===== config.mk =====
export PLATFORM = sky130hd
export DESIGN_NAME = ifu_rd_arbiter
export DESIGN_NICKNAME = d
export VERILOG_FILES = /design/src/rtl/ifu_rd_arbiter.sv
export SDC_FILE = /design/constraint.sdc
export NUM_CORES = 1
export LEC_CHECK = 0
export CAP_MARGIN = 25
export CELL_PAD_IN_SITES_DETAIL_PLACEMENT = 1
export CELL_PAD_IN_SITES_GLOBAL_PLACEMENT = 1
export CORE_AREA = 2 2 154 156
export DETAILED_ROUTE_END_ITERATION = 8
export DIE_AREA = 0 0 156 158
export PLACE_DENSITY_LB_ADDON = 0.1
export RECOVER_POWER = 25
export SYNTH_ARGS = -nofsm -noshare
export SYNTH_HDL_FRONTEND = slang
export SYNTH_SLANG_ARGS = --single-unit

===== constraint.sdc =====
create_clock -name CLK -period 3.8 [get_ports CLK]
set_input_delay 0.57 -clock CLK [delete_from_list [all_inputs] [get_ports CLK]]
set_output_delay 0.57 -clock CLK [all_outputs]
set_load 0.03 [all_outputs]

===== src/rtl/ifu_rd_arbiter.sv =====
// ifu_rd_arbiter
//   Round-robin arbiter sharing one memory read port between the IFU fetch
//   port (M0) and a secondary reader such as the LSU or debug port (M1).
//   Only one transaction is outstanding at a time: IDLE -> ADDR -> DATA -> IDLE.
//   When the IFU pipeline is flushed, an in-flight IFU response is still taken
//   from the slave but is not forwarded, so the slave never stalls.
//
// Ports
//   CLK, RST                 clock; asynchronous active-high reset
//   M0_AR*/M0_R*, M0_FLUSH   IFU request/response channel and flush
//   M1_AR*/M1_R*             port-1 request/response channel
//   S_AR*/S_R*               slave read port (S_ARADDR/S_ARVALID are registered)
module ifu_rd_arbiter #(
  parameter int AW = 64,
  parameter int DW = 64
) (
  input  logic          CLK,
  input  logic          RST,
  input  logic [AW-1:0] M0_ARADDR,
  input  logic          M0_ARVALID,
  output logic          M0_ARREADY,
  output logic          M0_RVALID,
  input  logic          M0_RREADY,
  output logic [DW-1:0] M0_RDATA,
  input  logic          M0_FLUSH,
  input  logic [AW-1:0] M1_ARADDR,
  input  logic          M1_ARVALID,
  output logic          M1_ARREADY,
  output logic          M1_RVALID,
  input  logic          M1_RREADY,
  output logic [DW-1:0] M1_RDATA,
  output logic [AW-1:0] S_ARADDR,
  output logic          S_ARVALID,
  input  logic          S_ARREADY,
  input  logic          S_RVALID,
  output logic          S_RREADY,
  input  logic [DW-1:0] S_RDATA
);

  typedef enum logic [1:0] {IDLE, ADDR, DATA} state_t;

  state_t state;
  logic   owner;       // 0 = M0 owns the transaction, 1 = M1
  logic   last_grant;  // port granted most recently; ties go to the other one
  logic   drop;        // IFU transaction cancelled by a flush, discard its response

  logic req0, req1, gnt0, gnt1, idle, in_data;
  logic flush_own, drop_now, own_rready;

  // A flushed IFU request must not be issued.
  assign req0 = M0_ARVALID & ~M0_FLUSH;
  assign req1 = M1_ARVALID;

  // Outputs are forced quiet while reset is held, even though state is IDLE.
  assign idle    = (state == IDLE) & ~RST;
  assign in_data = (state == DATA) & ~RST;

  assign gnt1 = idle & req1 & (~req0 | ~last_grant);
  assign gnt0 = idle & req0 & ~gnt1;

  assign M0_ARREADY = gnt0;
  assign M1_ARREADY = gnt1;

  // A flush in the same cycle as the response must already suppress it,
  // so the registered drop flag is combined with the live flush.
  assign flush_own = M0_FLUSH & ~owner & ((state == ADDR) | (state == DATA));
  assign drop_now  = drop | flush_own;

  assign own_rready = owner ? M1_RREADY : M0_RREADY;

  assign M0_RVALID = in_data & ~drop_now & ~owner & S_RVALID;
  assign M1_RVALID = in_data & ~drop_now &  owner & S_RVALID;
  assign S_RREADY  = in_data & (drop_now | own_rready);

  // Response data is routed unqualified; RVALID marks when it is meaningful.
  assign M0_RDATA = S_RDATA;
  assign M1_RDATA = S_RDATA;

  always_ff @(posedge CLK or posedge RST) begin
    if (RST) begin
      state      <= IDLE;
      owner      <= 1'b0;
      last_grant <= 1'b1;
      drop       <= 1'b0;
      S_ARADDR   <= '0;
      S_ARVALID  <= 1'b0;
    end else begin
      case (state)
        IDLE: begin
          if (gnt0 | gnt1) begin
            S_ARADDR   <= gnt1 ? M1_ARADDR : M0_ARADDR;
            S_ARVALID  <= 1'b1;
            owner      <= gnt1;
            last_grant <= gnt1;
            drop       <= 1'b0;
            state      <= ADDR;
          end
        end
        ADDR: begin
          // Request stays up with a stable address until the slave takes it.
          if (flush_own) drop <= 1'b1;
          if (S_ARREADY) begin
            S_ARVALID <= 1'b0;
            state     <= DATA;
          end
        end
        DATA: begin
          if (flush_own) drop <= 1'b1;
          if (S_RVALID & S_RREADY) state <= IDLE;
        end
        default: state <= IDLE;
      endcase
    end
  end

endmodule


## After elaboration in Yosys (flattened, before gate mapping)

Cells that the tools add are included.

- Flip-flop bits (word level): 70
- Input port bits: 201
- Output and inout bits: 198
- Logic and storage cells: 60

- Eq/ne operators: 6
- Mux-type cells: 12
- Bitwise operators: 28
- Reductions and logical operators: 8

Operator list:

| cell | count |
|---|---|
| 64-bit 2-to-1 mux | 1 |
| 1-bit bitwise AND | 16 |
| 3-bit AND reduction | 3 |
| 1-bit NOT | 7 |
| 2-bit 2-to-1 mux | 3 |
| 2-bit by 1-bit != test with 1-bit output (second input constant) | 3 |
| 2-bit one-hot mux with 3 select lines | 1 |
| 1-bit 2-to-1 mux | 5 |
| 1-bit OR | 5 |
| 1-bit one-hot mux with 2 select lines | 2 |
| 2-bit nonzero test | 2 |
| 2-bit by 1-bit == test with 1-bit output (second input constant) | 1 |
| 2-bit == test (second input constant) | 1 |
| 2-bit logical NOT | 1 |
| 2-bit != test (second input constant) | 1 |
| 2-bit AND reduction | 1 |
| 2-bit OR reduction | 1 |

## Depth between registers and ports, before layout

- Depth in word-level cells: 10
- Depth in mapped cells: 8
- Mapped depth without buffers: 6

## Least setup slack after synthesis

No wires, ideal clock.

- Path type: in2out
- Start: in RST
- End: out S_RREADY
- Data arrival time: 2,524 ps
- Required time: 3,230 ps
- Path slack: 706 ps
- Stages: 2
- Buffers on the path: 0
- Cells stage by stage: inv_1 -> o211a_1

- Cells in the longest elaborated chain, start to end: 3

RTL lines:

| item | line | text |
|---|---|---|
| start, declared | 18 | `input logic RST,` |
| 1-bit NOT | 56 | `assign in_data = (state == DATA) & ~RST;` |
| 1-bit bitwise AND | 56 |  |
| 1-bit bitwise AND | 73 | `assign S_RREADY = in_data & (drop_now \| own_rready);` |
| end, declared | 36 | `output logic S_RREADY,` |

No other way between the ends.

## Final worst setup path

- Start: reg state[0]
- End: out S_RREADY

- Cells in the longest elaborated chain, start to end: 6

RTL lines:

| item | line | text |
|---|---|---|
| start, declared | 42 | `state_t state;` |
| start signal, assigned | 81 | `state <= IDLE;` |
| start signal, assigned | 96 | `state <= ADDR;` |
| start signal, assigned | 104 | `state <= DATA;` |
| 2-bit by 1-bit == test with 1-bit output or 2-bit == test (tied branches) | 66, 56 |  |
| 1-bit OR | 66 | `assign flush_own = M0_FLUSH & ~owner & ((state == ADDR) \| (state == DATA));` |
| 1-bit bitwise AND | 66 |  |
| 1-bit OR | 67 | `assign drop_now = drop \| flush_own;` |
| 1-bit OR | 73 |  |
| 1-bit bitwise AND (*) | 73 |  |

Every way passes the cells marked *; elsewhere a longest branch is shown, timed or not.

==> results.cfg <==
[cells_and_area]
drive_gt1_share_pct = 6.37
fin_area_mm2 = 0.00589
final_net_count = 673
nFillCells = 2558
num_antenna_cells = 0
syn2layout_area_growth_pct = 40.4

[clock_network]
ctsResizeCount = 0
cts_setup_buffers = 0
cts_tree = done
cts_sinks = 70
clkTransAtPathRegs_ps = 60
htree_levels = 3
insertion_delay_ps = 330
cts_root_buf = clkbuf_16
cts_buffers = 9
ctsHoldBuffers = 0
cts_buffer_depth = 2

[routing]
ant_nets = 0
drc = 0
drtIter0Drc = 119
vias = 3306
drt_wl_total_um = 15300
avgViaCountPerCell = 4.34
wl_per_cell_um = 20.1
firstDrtPassIters = 4

[timing]
post-route-min-period_ps = 2970
max_freq_ghz = 0.337
finClkSkew_ps = 7.58
setup_violations = 0
hold_slack_ps = 466
tightest_slew_ps = 586
slew_headroom_pct = 60.9
tns_ps = 0
rsz0062_at_grt = no
finalHoldViolCount = 0
fin_crit_sh_pct = 78.2
slew_viol_final = 0

[critical_path]
cp.arrival_ps = 2400
critPathSlowestCell = clkdlybuf4s50_1
crit_path_end_kind = output pin
required_ps = 3230
critPathMaxStageDelay_ps = 590
critPathMaxFanout = 4
crit_type = reg -> out
crit_buf_inv = 2
crit_path_cell_trace = inv_1, ha_1, a211oi_1, nor2_1, o211a_1, clkdlybuf4s50_1
start_kind = flop
crit_family = buffers and inverters

[yosys]
synth_top_area_share_pct = 41.2
yosysWarnings = 0
ys_seq_elements = 70
synthDistinctLibCells = 32
netlist_instances = 399
synth_area_mm2 = 0.00420
synth.net_count = 604
netlist_top_cells_area = dfrtp_1 (41%), buf_4 (23%), a221o_1 (15%)
yosys.area.top_type = dfrtp_1
syn_avg_cell_area_um2 = 10.5
ys_seq_area_share_pct = 41.8

[floorplanning]
core-area_mm2 = 0.0231
die_height_um = 158
die_x_um = 156
ios = 399
dieArea_mm2 = 0.0246
initial_core_util_pct = 18.2
row_count = 56

[placement]
place.gp.congestion = 0.709
place_area_mm2 = 0.00561
numPortBuffers = 206
dp_hpwl_um = 10500

[grt]
grtUsageTotal_pct = 12.2
grt_max_degree = 65
grt_pass1_wl_um = 22600
antenna_found_initial = 0
globalRoute.busiestLayer = met2
met2_usage_pct = 21.0
grt_pass1_vias = 3757
grt_overflow = 0
met3_usage_pct = 4.08
use_met1_pct = 13.9

[outcome]
outcome = finished clean

[min_path]
hold_class = reg -> reg

[power]
power.static_leakage_uw = 0.00255
switching_share_pct = 39.4
pwr-share-clk_pct = 18.3
combPwrFrac_pct = 52.9
p_int_uw = 2680
cellPowerDensity_mw_per_mm2 = 750
switching_power_uw = 1740
vdd_drop_max_v = 0.000186
power_frac_seq_pct = 28.8

[run]
maxCapViolCount = 0
==> cells by family (layout without fill, tap and decap cells) <==
logic type,count (synthesis),after routing,share of synthesized area (%)
buffers and inverters,165,237,27.1
AND/OR/NAND/NOR,82,82,12.2
AO/OA/AOI/OAI,76,76,17.3
flip-flops,70,70,41.8
adder cells (fa/ha/maj),4,4,1.19
multiplexers,2,2,0.507
==> power groups by stage <==
stage	clock network (µW)	registers (µW)	logic (µW)
5_1_grt	880	1320	2500
3_3_place_gp	0	1270	2360
2_1_floorplan	0	1870	980
4_1_cts	858	1280	2380
6_report	809	1270	2340
3_5_place_dp	0	1280	2370
==> synth_stat cells <==
library cell	count
o2111ai_1	1
nor2b_4	1
nand3_1	1
nand2b_1	1
or3_1	1
ha_1	4
clkbuf_1	10
a211oi_1	1
o211a_1	1
nand2_1	6
inv_2	1
nor2b_1	2
nand3_2	1
a21oi_1	3
a31oi_1	3
o311ai_0	1
dfstp_2	1
mux2i_1	1
buf_2	16
buf_6	2
o211ai_1	1
nor4b_1	1
inv_1	8
buf_4	128
nor4_1	1
a221o_1	64
mux2_1	1
dfrtp_1	69
nor2_1	1
o311ai_1	1
and3_1	64
nand3b_1	2
==> layout by cell type, fill, tap and decap left out, types with 2 or more instances in the layout <==
cell / n
and3_1: 64
nor2b_1: 2
clkinv_2: 2
a221o_1: 64
ha_1: 4
nand3b_1: 2
inv_1: 7
buf_4: 8
a31oi_1: 3
dfrtp_1: 69
a21oi_1: 2
buf_12: 2
clkdlybuf4s50_1: 204
clkbuf_16: 9
nand2_1: 5
clkbuf_8: 3
==> path summary, 6_finish.rpt <==
kind                       cells past startpoint                  endpoint                    from  slack, ps
setup / recovery                               6                  S_RREADY    state[0]$_DFFE_PP0P_        830
hold reg to reg                                2    last_grant$_DFFE_PP1P_  last_grant$_DFFE_PP1P_        470
max in group asynchronous                      4    last_grant$_DFFE_PP1P_                     RST       2270
hold / removal                                 2    last_grant$_DFFE_PP1P_  last_grant$_DFFE_PP1P_        470
min in group asynchronous                      3      state[1]$_DFFE_PP0P_                     RST        870
setup reg to reg                               7  S_ARADDR[15]$_DFFE_PP0P_    state[1]$_DFFE_PP0P_       1480
==> worst register-to-register path, cell delays in order, from the launching register on <==
cell and delay (ps):
dfrtp_1 390, inv_1 120, ha_1 240, nor2b_4 210
nand3_2 340, buf_4 390, and3_1 240, a221o_1 270
==> routing by layer <==
metal | up-vias | share of wire (%)
met5 | - | 0
met3 | 42 | 7.3
met4 | 0 | 2.4
met1 | 1651 | 41
li1 | 1472 | -
met2 | 141 | 50
==> cell type report <==
| cell class | instances | area (µm²) | area share [%] |
|---|---|---|---|
| Clock buffer | 13 | 270 | 4.59 |
| Clock inverter | 1 | 5.00 | 0.0850 |
| Inverter | 9 | 35.0 | 0.595 |
| Tap cell | 290 | 363 | 6.16 |
| Timing Repair Buffer | 214 | 2140 | 36.4 |
| Sequential cell | 70 | 1750 | 29.8 |
| Multi-Input combinational cell | 164 | 1320 | 22.4 |
==> metrics by stage <==
stage                     power, µW  setup slack, ps  util (%)  cells
final                          4420              828      25.5    761
after global routing           4700              640      25.5    761
after CTS                      4510              793      25.5    761
after detailed placement       3640              869      24.4    747
after global placement         3630              865      24.3    746
after floorplan                2850              706         -    399
==> state kept, by name, indices dropped and copies added, names as in the netlist <==
name and flops:
owner 1, last_grant 1, S_ARVALID 1, drop 1
state 2, S_ARADDR 64
Note: power is estimated with default switching activity, not from simulation.
